**config.mk**
```make
export PLATFORM = sky130hd
export DESIGN_NAME = tetris_field
export DESIGN_NICKNAME = d
export VERILOG_FILES = /design/src/rtl/tetris_field_pkg.sv /design/src/rtl/tetris_field_row_shift.sv /design/src/rtl/tetris_field.sv
export SDC_FILE = /design/constraint.sdc
export NUM_CORES = 1
export LEC_CHECK = 0
export ABC_AREA = 0
export BUFFER_PORTS_ARGS = -buffer_cell sky130_fd_sc_hd__buf_2
export CAP_MARGIN = 20
export CORE_MARGIN = 2
export CORE_UTILIZATION = 30
export DETAILED_ROUTE_END_ITERATION = 6
export PLACE_DENSITY = 0.46
export SLEW_MARGIN = 20
export SYNTH_ARGS = -nofsm -noshare
export SYNTH_HDL_FRONTEND = slang
export SYNTH_SLANG_ARGS = --single-unit
```
**constraint.sdc**
```tcl
create_clock -name Clk -period 7.6 [get_ports Clk]
set_input_delay 0 -clock Clk [delete_from_list [all_inputs] [get_ports Clk]]
set_output_delay 0 -clock Clk [all_outputs]
set_load 0.02 [all_outputs]
```
**src/rtl/tetris_field_pkg.sv**
```systemverilog
// Shared definitions for the Tetris playfield controller: state encoding,
// line-clear combo table and grid index helper.
package tetris_field_pkg;

    localparam logic [6:0] ST_INI   = 7'b0000001;
    localparam logic [6:0] ST_GEN   = 7'b0000010;
    localparam logic [6:0] ST_MOVE  = 7'b0000100;
    localparam logic [6:0] ST_LOCK  = 7'b0001000;
    localparam logic [6:0] ST_CLEAR = 7'b0010000;
    localparam logic [6:0] ST_SCORE = 7'b0100000;
    localparam logic [6:0] ST_LOST  = 7'b1000000;

    // Multiplier of the base line score, indexed by lines cleared in one lock.
    localparam logic [4:0][3:0] COMBO_TBL = {4'd8, 4'd5, 4'd3, 4'd1, 4'd0};

    function automatic logic [3:0] combo_mult(input logic [4:0] k);
        logic [2:0] idx;
        idx = (k > 5'd4) ? 3'd4 : k[2:0];
        return COMBO_TBL[idx];
    endfunction

    function automatic int unsigned flat_idx(input int unsigned row,
                                             input int unsigned col,
                                             input int unsigned cols);
        return row * cols + col;
    endfunction

endpackage

```
**src/rtl/tetris_field_row_shift.sv**
```systemverilog
// Removes one row from the grid: rows above it drop by one and an empty
// row enters at the top.
module field_row_shift
    import tetris_field_pkg::*;
#(
    parameter int unsigned COLS = 10,
    parameter int unsigned ROWS = 12
) (
    input  logic [COLS*ROWS-1:0] field_in,
    input  logic [3:0]           row,
    output logic [COLS*ROWS-1:0] field_out
);

    always_comb begin
        field_out = '0;
        for (int unsigned j = 0; j < ROWS; j++) begin
            if (32'(row) > j)
                field_out[flat_idx(j, 0, COLS) +: COLS] = field_in[flat_idx(j, 0, COLS) +: COLS];
            else if (j < ROWS - 1)
                field_out[flat_idx(j, 0, COLS) +: COLS] = field_in[flat_idx(j + 1, 0, COLS) +: COLS];
        end
    end

endmodule

```
**src/rtl/tetris_field.sv**
```systemverilog
// Tetris playfield controller: occupancy grid, piece commit with top-out
// detection, multi-row clearing with gravity, score and line count.
module tetris_field
    import tetris_field_pkg::*;
#(
    parameter int unsigned COLS     = 10,
    parameter int unsigned ROWS     = 12,
    parameter int unsigned SCORE_W  = 16,
    parameter int unsigned LINE_PTS = 10
) (
    input  logic                 Clk,
    input  logic                 Reset,
    input  logic                 Start,
    input  logic                 Ack,
    input  logic                 lock_req,
    input  logic                 top_flag,
    input  logic [15:0]          cell_x,
    input  logic [15:0]          cell_y,
    output logic [COLS*ROWS-1:0] field,
    output logic [6:0]           state,
    output logic                 gen_flag,
    output logic                 started,
    output logic                 busy,
    output logic [SCORE_W-1:0]   score,
    output logic [15:0]          lines
);

    localparam int unsigned FW       = COLS * ROWS;
    localparam logic [4:0]  LAST_ROW = 5'(ROWS - 1);

    logic [6:0]         next_state;
    logic [15:0]        lock_x, lock_y;
    logic [4:0]         r;
    logic [4:0]         k;
    logic [FW-1:0]      lock_mask;
    logic [FW-1:0]      shifted;
    logic [3:0]         cx, cy;
    logic               overlap;
    logic               row_full;
    logic [SCORE_W:0]   addend;
    logic [SCORE_W:0]   score_sum;
    logic [16:0]        lines_sum;

    assign gen_flag = (state == ST_GEN);
    assign started  = (state != ST_INI);
    assign busy     = (state == ST_LOCK) || (state == ST_CLEAR) || (state == ST_SCORE);

    // Out-of-range cells contribute nothing; duplicates simply OR together.
    always_comb begin
        lock_mask = '0;
        cx        = '0;
        cy        = '0;
        for (int unsigned i = 0; i < 4; i++) begin
            cx = lock_x[4*i +: 4];
            cy = lock_y[4*i +: 4];
            if (32'(cx) < COLS && 32'(cy) < ROWS)
                lock_mask = lock_mask | (FW'(1) << flat_idx(32'(cy), 32'(cx), COLS));
        end
    end

    assign overlap = |(lock_mask & field);

    always_comb begin
        row_full = 1'b0;
        for (int unsigned i = 0; i < ROWS; i++) begin
            if (r == 5'(i))
                row_full = &field[flat_idx(i, 0, COLS) +: COLS];
        end
    end

    field_row_shift #(
        .COLS(COLS),
        .ROWS(ROWS)
    ) u_row_shift (
        .field_in (field),
        .row      (r[3:0]),
        .field_out(shifted)
    );

    assign addend    = (SCORE_W + 1)'(LINE_PTS * 32'(combo_mult(k)));
    assign score_sum = {1'b0, score} + addend;
    assign lines_sum = {1'b0, lines} + 17'(k);

    always_comb begin
        next_state = state;
        case (state)
            ST_INI:   if (Start) next_state = ST_GEN;
            ST_GEN:   next_state = ST_MOVE;
            ST_MOVE: begin
                if (top_flag)      next_state = ST_LOST;
                else if (lock_req) next_state = ST_LOCK;
            end
            ST_LOCK:  next_state = overlap ? ST_LOST : ST_CLEAR;
            ST_CLEAR: if (!row_full && r == LAST_ROW) next_state = ST_SCORE;
            ST_SCORE: next_state = ST_GEN;
            ST_LOST:  if (Ack) next_state = ST_INI;
            default:  next_state = ST_INI;
        endcase
    end

    always_ff @(posedge Clk or posedge Reset) begin
        if (Reset) begin
            state  <= ST_INI;
            field  <= '0;
            score  <= '0;
            lines  <= '0;
            k      <= '0;
            r      <= '0;
            lock_x <= '0;
            lock_y <= '0;
        end else begin
            state <= next_state;
            case (state)
                ST_INI: begin
                    field <= '0;
                    score <= '0;
                    lines <= '0;
                    k     <= '0;
                end
                ST_MOVE: begin
                    if (!top_flag && lock_req) begin
                        lock_x <= cell_x;
                        lock_y <= cell_y;
                    end
                end
                ST_LOCK: begin
                    if (!overlap) begin
                        field <= field | lock_mask;
                        r     <= '0;
                        k     <= '0;
                    end
                end
                // Holding r after a clear re-examines the row that just dropped in.
                ST_CLEAR: begin
                    if (row_full) begin
                        field <= shifted;
                        k     <= k + 5'd1;
                    end else begin
                        r <= r + 5'd1;
                    end
                end
                ST_SCORE: begin
                    score <= score_sum[SCORE_W] ? '1 : score_sum[SCORE_W-1:0];
                    lines <= lines_sum[16] ? '1 : lines_sum[15:0];
                end
                default: ;
            endcase
        end
    end

endmodule

```
# Yosys cells after proc, flatten, opt, wreduce, memory -nomap -nowiden
# Memory sizes are Yosys's and may differ from the RTL's.
# Cells that the tools add are included.
op_classes:
  add_sub_neg: 8
  multipliers: 5
  order_cmp: 22
  n_eq_ne: 38
  shift: 4
  mux: 49
  n_bitwise: 5
  n_reduce_logical: 43
op_table:
  columns: ["operator", "n"]
  rows:
  - ["2-to-1 mux 120 bit", 6]
  - ["bitwise OR 120 bit", 4]
  - ["left shift 1 x 9 -> 120 bit, first input constant", 4]
  - ["case mux 120 bit (3 select lines)", 1]
  - ["AND 120 bit", 1]
  - ["2-to-1 mux 10 bit", 12]
  - ["AND reduction 10 bit", 12]
  - ["OR reduction 120 bit", 1]
  - ["case mux 16 bit (2 select lines)", 2]
  - ["AND reduction 4 bit", 13]
  - ["case mux 7 bit (7 select lines)", 1]
  - ["2-to-1 mux 7 bit", 6]
  - ["adder 8 x 4 -> 9 bit", 4]
  - ["!= test 2 bit, second input constant", 17]
  - ["less-than comparator 4 bit, second input constant", 8]
  - ["2-to-1 mux 16 bit", 2]
  - ["multiplier 4 x 3 -> 7 bit, second input constant", 4]
  - ["== test 5 x 3 -> 1 bit, second input constant", 4]
  - ["== test 5 x 4 -> 1 bit, second input constant", 4]
  - ["adder 16 x 5 -> 17 bit", 1]
  - ["adder 16 x 8 -> 17 bit", 1]
  - ["> comparator 4 x 3 -> 1 bit, second input constant", 4]
  - ["> comparator 4 bit, second input constant", 4]
  - ["2-to-1 mux 5 bit", 3]
  - ["31 further kinds", 55]
totals:
  register_bits: 201
  mem_bits_ro: 32
  input_bits: 38
  output_inout_bits: 162
  wordCells: 194
  mem_count: 1
memory_table:
  columns: ["name", "words", "word_bits", "rd", "rd_ports_with_merged_regs", "wr", "line_no", "text"]
  rows:
  - ["(name not given)", 8, 4, 1, 0, 0, "tetris_field_pkg.sv:19", "return COMBO_TBL[idx];"]

# Depth between registers and ports, before layout
# Gate-level depths: netlist of run 1.
depth:
  depth_word: 17
  depth_mapped: 21
  depth_no_buf: 17

# Cells and area by module
# From an unflattened synthesis of run 1, not the netlist that was laid out.
unflattened:
  hier_cells: 2272
  area_unflattened_um2: 18547.8
by_module_without_submodules:
  columns: ["module", "instances", "cells_each", "area_each_um2", "seq_area_each_um2"]
  rows:
  - ["tetris_field", 1, 2133, 17045.1, 5031.1]
  - ["field_row_shift", 1, 139, 1502.7, 0.0]

# Worst setup path before layout of run 1
# No wires, ideal clock.
synth_timing:
  path_type: "reg2reg"
  start: "reg lock_y[1]"
  end: "reg k[3]"
  setup_ps: 69
  arrival_time_ps: 4976
  required_ps: 7531
  slack_ps: 2555
  path_stages_with_launch: 19
  path_buffers: 1
  synth_period_minus_slack_ps: 5045
  cell_sequence: "dfrtp_1 > ha_1 > ha_1 > inv_1 > fa_1 > nand2b_1 > a21oi_1 > mux2_2 > nand4b_2 > o22ai_1 > or3_1 > a221o_1 > a2111oi_0 > nand4_1 > nor3_2 > a41oi_2 > buf_6 > or4_1 > nand3_1"
synth_via:
  elab_chain_len: 14
  elab_cells_between_ends: 16
  classes_between: "add/sub: 1; mul: 1; order compare: 1; eq/ne: 1; shift: 1; mux: 4; bitwise: 4; reduce/logical: 3"
synth_rtl:
  columns: ["item", "line_no", "text"]
  rows:
  - ["from (decl)", "tetris_field.sv:32", "logic [15:0] lock_x, lock_y;"]
  - ["from (signal assigned)", "tetris_field.sv:123", "lock_y <= cell_y;"]
  - ["multiplier 4 x 3 -> 7 bit", "tetris_field_pkg.sv:25", "return row * cols + col;"]
  - ["adder 8 x 4 -> 9 bit", "tetris_field_pkg.sv:25", null]
  - ["left shift 1 x 9 -> 120 bit", "tetris_field.sv:57", "lock_mask = lock_mask | (FW'(1) << flat_idx(32'(cy), 32'(cx), COLS));"]
  - ["2-to-1 mux 120 bit *", "tetris_field.sv:56", "if (32'(cx) < COLS && 32'(cy) < ROWS)"]
  - ["bitwise OR 120 bit", "tetris_field.sv:57", null]
  - ["2-to-1 mux 120 bit *", "tetris_field.sv:56", null]
  - ["bitwise OR 120 bit", "tetris_field.sv:57", null]
  - ["2-to-1 mux 120 bit *", "tetris_field.sv:56", null]
  - ["bitwise OR 120 bit", "tetris_field.sv:57", null]
  - ["2-to-1 mux 120 bit *", "tetris_field.sv:56", null]
  - ["AND 120 bit *", "tetris_field.sv:61", "assign overlap = |(lock_mask & field);"]
  - ["OR reduction 120 bit *", "tetris_field.sv:61", null]
  - ["!= test 2 bit (no source line) *", null, null]
  - ["AND reduction 3 bit (no source line) *", null, null]
  - ["to (signal assigned)", "tetris_field.sv:137", "k <= k + 5'd1;"]
  - ["to (decl)", "tetris_field.sv:34", "logic [4:0] k;"]
# Every way passes the cells marked *; elsewhere a longest branch is shown, timed or not.
# A chain may end at the register's enable or synchronous reset.

# Worst setup path after layout of run 1
layout_timing:
  start: "reg lock_y[3]"
  end: "reg field[83]"
layout_via:
  elab_chain_len: 14
  elab_cells_between_ends: 19
  classes_between: "add/sub: 1; mul: 1; order compare: 1; eq/ne: 1; shift: 1; mux: 6; bitwise: 5; reduce/logical: 3"
layout_rtl:
  columns: ["item", "line_no", "text"]
  rows:
  - ["multiplier 4 x 3 -> 7 bit", "tetris_field_pkg.sv:25", null]
  - ["adder 8 x 4 -> 9 bit", "tetris_field_pkg.sv:25", null]
  - ["left shift 1 x 9 -> 120 bit", "tetris_field.sv:57", null]
  - ["2-to-1 mux 120 bit *", "tetris_field.sv:56", null]
  - ["bitwise OR 120 bit", "tetris_field.sv:57", null]
  - ["2-to-1 mux 120 bit *", "tetris_field.sv:56", null]
  - ["bitwise OR 120 bit", "tetris_field.sv:57", null]
  - ["2-to-1 mux 120 bit *", "tetris_field.sv:56", null]
  - ["bitwise OR 120 bit", "tetris_field.sv:57", null]
  - ["2-to-1 mux 120 bit *", "tetris_field.sv:56", null]
  - ["AND 120 bit", "tetris_field.sv:61", null]
  - ["OR reduction 120 bit", "tetris_field.sv:61", null]
  - ["!= test 2 bit (no source line)", null, null]
  - ["AND reduction 4 bit (no source line)", null, null]
  - ["to (signal assigned)", "tetris_field.sv:128", "field <= field | lock_mask;"]
  - ["to (signal assigned)", "tetris_field.sv:136", "field <= shifted;"]
  - ["to (decl)", "tetris_field.sv:19", "output logic [COLS*ROWS-1:0] field,"]
# Every way passes the cells marked *; elsewhere a longest branch is shown, timed or not. The select of a mux whose other input is x is not followed.

==> flow_results.xml, run 1 <==
<?xml version="1.0" encoding="UTF-8"?>
<metrics>
  <group name="status">
    <metric name="status" unit="">finished with violations</metric>
    <metric name="failing_checks" unit="">design-rule violations</metric>
  </group>
  <group name="cells_and_area">
    <metric name="core_occupancy_in_the_finished_layout" unit="%">36.8</metric>
    <metric name="area.growth.synth_to_final" unit="%">20.6</metric>
    <metric name="final_layout_size_suffix_gt1_share" unit="%">16.6</metric>
    <metric name="design_area" unit="um2">20400</metric>
    <metric name="finalNetCount" unit="">2453</metric>
    <metric name="final_cell_mix" unit="">235 x nand2_1, 200 x dfrtp_1, 199 x buf_2</metric>
    <metric name="layout_commonest_cell" unit="">nand2_1</metric>
  </group>
  <group name="clock_network">
    <metric name="cts_inserted_buffers" unit="">26</metric>
    <metric name="clk_latency" unit="ns">0.58</metric>
    <metric name="clock_tree_from_tritoncts" unit="">yes</metric>
    <metric name="cts.repair.resized" unit="">0</metric>
    <metric name="cell_at_the_root_of_the_clock_tree" unit="">clkbuf_16</metric>
    <metric name="clock_tree.htree_level_count" unit="">1</metric>
    <metric name="clock_sink_count" unit="">201</metric>
    <metric name="worst_setup_hold_path_clk_slew" unit="ns">0.06</metric>
    <metric name="cts_buffer_depth" unit="">3</metric>
  </group>
  <group name="min_path">
    <metric name="hold_class" unit="">input port to asynchronous set/reset pin</metric>
  </group>
  <group name="synth">
    <metric name="synth_sequential_area_ratio" unit="%">29.8</metric>
    <metric name="synth_async_sr_flop_share" unit="%">100</metric>
    <metric name="avgSynthCellArea" unit="um2">7.88</metric>
    <metric name="area_fraction_in_compound_gates_after_synthesis" unit="%">32.9</metric>
    <metric name="netlist-cell-type-count" unit="">96</metric>
    <metric name="yosys.area_share.xor_xnor" unit="%">1.19</metric>
    <metric name="edff_count_synth" unit="">0</metric>
    <metric name="synth_top_family_by_area" unit="">compound AO/OA/AOI/OAI gates</metric>
    <metric name="synth.area.mux_share" unit="%">1.79</metric>
    <metric name="yosys.area_share.adder" unit="%">4.74</metric>
    <metric name="synth_top_flop_cell" unit="">dfrtp_1</metric>
    <metric name="simple_gate_area_share_of_the_yosys_netlist" unit="%">24.6</metric>
    <metric name="yosys_warnings" unit="">0</metric>
    <metric name="postSynthCellCount" unit="">2145</metric>
    <metric name="syn-num-nets" unit="">2241</metric>
    <metric name="syn-cell-area" unit="um2">16900</metric>
    <metric name="synth-seq-cells" unit="">201</metric>
  </group>
  <group name="place">
    <metric name="dpl-instance-area" unit="um2">19000</metric>
    <metric name="io_buffer_count" unit="">199</metric>
    <metric name="post_detail_place_hpwl" unit="mm">80.5</metric>
    <metric name="detailedPlace.worstSlack" unit="ns">0.524</metric>
    <metric name="globalplace.congestion" unit="">1.07</metric>
  </group>
  <group name="critical_path">
    <metric name="timing.critical_path.to_type" unit="">flip-flop</metric>
    <metric name="worstReg2RegEnd" unit="">field[83]</metric>
    <metric name="crit_path_start_kind" unit="">flip-flop</metric>
    <metric name="timing.critical_path.fanout_max" unit="">27</metric>
    <metric name="worstRegToRegCells" unit="">20</metric>
    <metric name="startpoint" unit="">lock_y[3]</metric>
    <metric name="r2r_setup_slack" unit="ns">0.43</metric>
    <metric name="timing.critical_path.required" unit="ns">8.11</metric>
    <metric name="setup.worst_path.end" unit="">field[83]</metric>
    <metric name="startpoint_of_the_worst_register_to_register_path" unit="">lock_y[3]</metric>
    <metric name="cp_data_arrival_time" unit="ns">7.68</metric>
    <metric name="critical_path_class" unit="">flip-flop to flip-flop</metric>
  </group>
  <group name="global_route">
    <metric name="grt_pass1_wl" unit="mm">145</metric>
    <metric name="first_global_vias" unit="">19033</metric>
    <metric name="global_route.usage.total" unit="%">34.7</metric>
    <metric name="largest_net_degree_at_the_start_of_global_routing" unit="">86</metric>
    <metric name="global_route.overflow_total" unit="">0</metric>
    <metric name="grt_antenna_before_repair" unit="">5</metric>
  </group>
  <group name="floorplanning">
    <metric name="row_count" unit="">86</metric>
    <metric name="die_area" unit="um2">58200</metric>
    <metric name="die_height" unit="um">241</metric>
    <metric name="initial_core_util" unit="%">30.5</metric>
    <metric name="coreArea" unit="um2">55400</metric>
    <metric name="die_w" unit="um">241</metric>
    <metric name="ioPinCount" unit="">200</metric>
  </group>
  <group name="timing">
    <metric name="final.setup.worst_slack" unit="ns">0.430</metric>
    <metric name="whs" unit="ns">0.0263</metric>
    <metric name="fin_skew" unit="ns">0.0161</metric>
    <metric name="final.setup.tns" unit="ns">0</metric>
    <metric name="final_period_minus_worst_setup_slack" unit="ns">7.17</metric>
    <metric name="finalMaxSlewViolations" unit="">0</metric>
    <metric name="tightest_slew" unit="ns">1.22</metric>
    <metric name="max_freq" unit="MHz">139</metric>
    <metric name="grt_setup_unrepaired" unit="">false</metric>
    <metric name="layout_worst_path_cycle_share" unit="%">94.3</metric>
    <metric name="maxSlewHeadroom" unit="%">18.2</metric>
    <metric name="hold_violations" unit="">0</metric>
    <metric name="timing.final.setup_violations" unit="">0</metric>
  </group>
  <group name="run">
    <metric name="cap_violations" unit="">0</metric>
  </group>
  <group name="routing">
    <metric name="detailedRoute.firstPassIterationCount" unit="">7</metric>
    <metric name="dr.first_iter.drc_count" unit="">2559</metric>
    <metric name="wirelength" unit="mm">103</metric>
    <metric name="route.detailed.wl_per_inst" unit="um">32.9</metric>
    <metric name="drc_errors" unit="">1</metric>
    <metric name="vias" unit="">20180</metric>
    <metric name="viasPerCell" unit="">6.45</metric>
    <metric name="post_route_antenna_net_violation_count" unit="">0</metric>
  </group>
  <group name="power_and_ir_drop">
    <metric name="cellLeakagePower" unit="nW">8.37</metric>
    <metric name="ir_drop" unit="mV">0.297</metric>
    <metric name="power_density" unit="nW/um2">492</metric>
  </group>
</metrics>
[sequential cells by signal, summed over array words and instances, names as in the netlist]
register,flops
field,120
k,5
lines,16
lock_x,16
lock_y,16
r,5
score,16
state,7
[metal layers]
layer  share of wire, %  wire length (um)  global-route usage, %  vias to the layer above
li1                   -                 -                      -                     8736
met1                 43             44200                   47.7                     9966
met2                 42             43200                   51.5                     1189
met3                8.8              9050                   6.51                      283
met4                6.4              6550                   18.3                        6
met5              0.042                43                      0                        -
[metrics by stage]
stage,cells,total power [W]
finish,3128,0.0100
global route,3125,0.0104
CTS,3125,0.00975
detailed placement,3037,0.00829
global placement,3037,0.00833
floorplan,2145,0.00544
[Yosys cell counts (all sizes together), types with 20 or more instances]
library cell | n | area, um2
nand2b | 20 | 125
o21ai | 124 | 632
o31ai | 28 | 210
o32ai | 20 | 175
o22ai | 103 | 644
nand4 | 66 | 413
nor3 | 84 | 430
nor2b | 25 | 156
nor4 | 33 | 213
a211o | 21 | 184
mux2 | 26 | 293
dfrtp | 200 | 5000
o21a | 39 | 293
inv | 78 | 293
a21oi | 126 | 634
nor2 | 176 | 688
nand3 | 100 | 510
buf | 33 | 173
a211oi | 37 | 288
o221ai | 36 | 315
clkbuf | 96 | 360
a2bb2oi | 51 | 447
a21o | 24 | 180
ha | 48 | 601
nand2 | 235 | 882
[power breakdown]
group	internal, W	switching [W]	total, W
clock	0.000870	0.000532	0.00140
sequential	0.00125	0.000393	0.00164
combinational	0.00182	0.00516	0.00698
[timing repair]
| item | CTS | global route |
|---|---|---|
| hold buffers | 40 | 0 |
| endpoints found under the hold margin | 117 | 0 |
| buffers inserted | 0 | 0 |
[worst min-delay path by stage]
stage / startpoint / end
detailed placement: Reset / lock_y[13]
finish: Reset / lock_x[15]
global placement: Reset / lock_x[15]
CTS: Reset / lock_x[15]
floorplan: Start / state[0]
global route: Reset / lock_x[15]
[critical path, stage by stage (launching register included)]
cell and delay, ns:
dfrtp_1 0.52, ha_1 0.30, ha_1 0.20, inv_1 0.08, fa_1 0.46, nand2b_1 0.29
a21oi_1 0.34, mux2_2 0.51, nand3_1 0.51, buf_4 0.31, o22ai_1 0.10, or3_1 0.53
a221o_1 0.52, a2111oi_1 0.78, nand4_1 0.26, nor3_2 0.35, a41oi_4 0.19, buf_4 0.29
nor2b_1 0.20, buf_4 0.20, o21a_1 0.12
[cell families after synthesis]
family,after synthesis
AND/OR/NAND/NOR,843
AO/OA/AOI/OAI,786
buffers and inverters,207
flip-flops,201
adder cells (fa/ha/maj),58
multiplexers,27
XOR/XNOR,22
other,1
[cell type report]
| type | instances | area, um2 |
|---|---|---|
| clock buffer | 33 | 717 |
| multi-input combinational | 1737 | 11200 |
| sequential | 201 | 5030 |
| clock inverter | 15 | 243 |
| tap | 748 | 936 |
| inverter | 78 | 300 |
| antenna | 3 | 7.51 |
| timing repair buffer | 313 | 1980 |
| fill | 5832 | 35000 |
No activity file was read; power rests on OpenSTA's default activity.
==> inputs of run 2 (changes only) <==
Settings changed: CORE_ASPECT_RATIO set to 0.5, SETUP_SLACK_MARGIN set to 0.15.
==> run 2 against run 1 <==
  * Fmax rose by 1.3%
  * Wire length rose by 0.67%
  * Sequential cell count did not move
  * Die area rose by 0.20%
  * Power fell by 1.7%
  * Global-route usage fell by 0.33 points
  * Largest power group unchanged
  * Clock skew rose by 0.0055 ns
  * Combinational power barely moved
  * Critical path depth fell by 2
  * Count of clock-buffer cells in the layout fell by 1
  * The flow still finishes with violations (design-rule violations)
==> flow_results.xml, run 2 (same netlist as run 1, synthesis figures left out) <==
<?xml version="1.0" encoding="UTF-8"?>
<metrics>
  <group name="status">
    <metric name="status" unit="">finished with violations</metric>
    <metric name="failing_checks" unit="">design-rule violations</metric>
  </group>
  <group name="place">
    <metric name="post_detail_place_hpwl" unit="mm">80.7</metric>
    <metric name="detailedPlace.worstSlack" unit="ns">0.242</metric>
    <metric name="globalplace.congestion" unit="">1.03</metric>
    <metric name="placed_cells" unit="">3051</metric>
    <metric name="io_buffer_count" unit="">199</metric>
  </group>
  <group name="cells_and_area">
    <metric name="final_cells" unit="">3139</metric>
    <metric name="area.growth.synth_to_final" unit="%">19.6</metric>
    <metric name="largest_register_ff_count" unit="">120</metric>
    <metric name="final_layout_size_suffix_gt1_share" unit="%">16.4</metric>
    <metric name="registers.top_by_ff_count" unit="">field</metric>
    <metric name="final_cell_mix" unit="">235 x nand2_1, 200 x dfrtp_1, 199 x buf_2</metric>
    <metric name="finalNetCount" unit="">2456</metric>
    <metric name="final.fill_count" unit="">5934</metric>
    <metric name="layout_commonest_cell" unit="">nand2_1</metric>
  </group>
  <group name="routing">
    <metric name="viasPerCell" unit="">6.50</metric>
    <metric name="route.detailed.wl_per_inst" unit="um">33.0</metric>
    <metric name="dr.first_iter.drc_count" unit="">2889</metric>
    <metric name="post_route_antenna_net_violation_count" unit="">0</metric>
    <metric name="wirelength" unit="mm">104</metric>
    <metric name="vias" unit="">20411</metric>
    <metric name="drc_errors" unit="">17</metric>
    <metric name="detailedRoute.firstPassIterationCount" unit="">7</metric>
  </group>
  <group name="timing">
    <metric name="timing.final.setup_violations" unit="">0</metric>
    <metric name="final.setup.worst_slack" unit="ns">0.521</metric>
    <metric name="fin_skew" unit="ns">0.0216</metric>
    <metric name="tightest_slew" unit="ns">1.22</metric>
    <metric name="grt_setup_unrepaired" unit="">false</metric>
    <metric name="max_freq" unit="MHz">141</metric>
    <metric name="finalMaxSlewViolations" unit="">0</metric>
    <metric name="final_period_minus_worst_setup_slack" unit="ns">7.08</metric>
    <metric name="hold_violations" unit="">0</metric>
    <metric name="maxSlewHeadroom" unit="%">18.2</metric>
    <metric name="final.setup.tns" unit="ns">0</metric>
    <metric name="whs" unit="ns">0.0783</metric>
    <metric name="layout_worst_path_cycle_share" unit="%">93.2</metric>
  </group>
  <group name="power_and_ir_drop">
    <metric name="p_sw_share" unit="%">62.0</metric>
    <metric name="clock_power_share" unit="%">12.6</metric>
    <metric name="cellLeakagePower" unit="nW">8.31</metric>
    <metric name="cell_internal_pwr" unit="W">0.00374</metric>
    <metric name="seq_power_share" unit="%">16.8</metric>
    <metric name="power.net_switching" unit="W">0.00611</metric>
    <metric name="power_density" unit="nW/um2">488</metric>
    <metric name="combinationalPowerShare" unit="%">70.7</metric>
    <metric name="ir_drop" unit="mV">0.210</metric>
    <metric name="total_power" unit="W">0.00985</metric>
  </group>
  <group name="clock_network">
    <metric name="postCtsSetupRepairBufs" unit="">0</metric>
    <metric name="cts_buffer_depth" unit="">3</metric>
    <metric name="cell_at_the_root_of_the_clock_tree" unit="">clkbuf_16</metric>
    <metric name="clock_tree_from_tritoncts" unit="">yes</metric>
    <metric name="clock_tree.htree_level_count" unit="">1</metric>
    <metric name="worst_setup_hold_path_clk_slew" unit="ns">0.06</metric>
    <metric name="clock_sink_count" unit="">201</metric>
    <metric name="clk_latency" unit="ns">0.61</metric>
    <metric name="cts_inserted_buffers" unit="">23</metric>
  </group>
  <group name="critical_path">
    <metric name="crit_path_start_kind" unit="">flip-flop</metric>
    <metric name="timing.critical_path.required" unit="ns">8.13</metric>
    <metric name="critical_path_class" unit="">flip-flop to flip-flop</metric>
    <metric name="timing.critical_path.to_type" unit="">flip-flop</metric>
    <metric name="cp_data_arrival_time" unit="ns">7.61</metric>
    <metric name="timing.critical_path.fanout_max" unit="">14</metric>
  </group>
  <group name="min_path">
    <metric name="hold_class" unit="">input port to asynchronous set/reset pin</metric>
  </group>
  <group name="floorplanning">
    <metric name="initial_core_util" unit="%">30.4</metric>
    <metric name="die_area" unit="um2">58300</metric>
    <metric name="ioPinCount" unit="">200</metric>
    <metric name="die_w" unit="um">340</metric>
    <metric name="die_height" unit="um">172</metric>
    <metric name="coreArea" unit="um2">55600</metric>
    <metric name="row_count" unit="">61</metric>
  </group>
  <group name="global_route">
    <metric name="largest_net_degree_at_the_start_of_global_routing" unit="">95</metric>
    <metric name="grt_antenna_before_repair" unit="">8</metric>
    <metric name="global_route.usage.total" unit="%">34.4</metric>
    <metric name="grt_pass1_wl" unit="mm">145</metric>
    <metric name="global_route.overflow_total" unit="">0</metric>
    <metric name="first_global_vias" unit="">18716</metric>
  </group>
  <group name="run">
    <metric name="cap_violations" unit="">0</metric>
  </group>
</metrics>
-- run 2: critical path, cell delays in order (launching register included) --
cell	delay [ns]
dfrtp_1	0.50
ha_1	0.33
ha_1	0.17
inv_1	0.06
fa_1	0.71
and3b_1	0.26
nand4_1	0.10
o32ai_1	0.09
nor2_1	0.94
nor2b_1	0.08
or3_1	0.53
a221o_1	0.50
a2111oi_2	0.66
nand4_1	0.25
nor3_2	0.50
a41oi_4	0.36
buf_4	0.31
nor2_2	0.41
a22o_1	0.20
-- run 2: power by group through the flow --
stage               clock network (W)  logic (W)  registers (W)
floorplan                           0    0.00385        0.00159
global placement                    0    0.00663        0.00165
detailed placement                  0    0.00655        0.00165
CTS                           0.00126    0.00659        0.00163
global route                  0.00130    0.00716        0.00167
finish                        0.00124    0.00696        0.00165
-- run 2: per-layer routing --
layer	track usage [%]	vias to the layer above	routed length (um)
met3	14.3	248	13700
met2	48.2	1286	41000
met1	47.4	10155	45300
li1	-	8716	-
met4	10.4	6	3650
met5	0	-	41
-- run 2: per-stage QoR --
| step | utilization [%] | instance area (um2) |
|---|---|---|
| after floorplan | - | 16900 |
| after global placement | 34.2 | 19000 |
| after detailed placement | 34.2 | 19000 |
| after CTS | 36.3 | 20200 |
| after global routing | 36.3 | 20200 |
| final | 36.4 | 20200 |
-- run 2: final cells by class --
| class | instances | area [um2] | area share [%] |
|---|---|---|---|
| repair buffers | 319 | 2020 | 10.0 |
| flip-flops and latches | 201 | 5030 | 24.9 |
| clock inverters | 10 | 124 | 0.613 |
| well taps | 756 | 946 | 4.68 |
| diodes | 6 | 15.0 | 0.0743 |
| multi-input cells | 1737 | 11100 | 55.0 |
| clock buffers | 32 | 659 | 3.26 |
| inverters | 78 | 300 | 1.49 |
-- run 2: path summary, 6_finish.rpt --
path	start	endpoint	slack, ns	depth (start not counted)
worst max-delay path	lock_y[7]	field[1]	0.52	18
min in group Clk	cell_x[2]	lock_x[2]	0.14	4
worst max register to register	lock_y[7]	field[1]	0.52	18
worst min register to register	score[0]	score[0]	0.48	2
max in group asynchronous	Reset	lock_y[9]	6.15	4
worst min-delay path	Reset	score[0]	0.08	3
-- run 2: timing repair --
item / CTS / global route
endpoints found under the setup margin: 0 / 119
gates resized for setup: 0 / 2
hold endpoints to repair: 129 / 0
hold buffers: 40 / 0
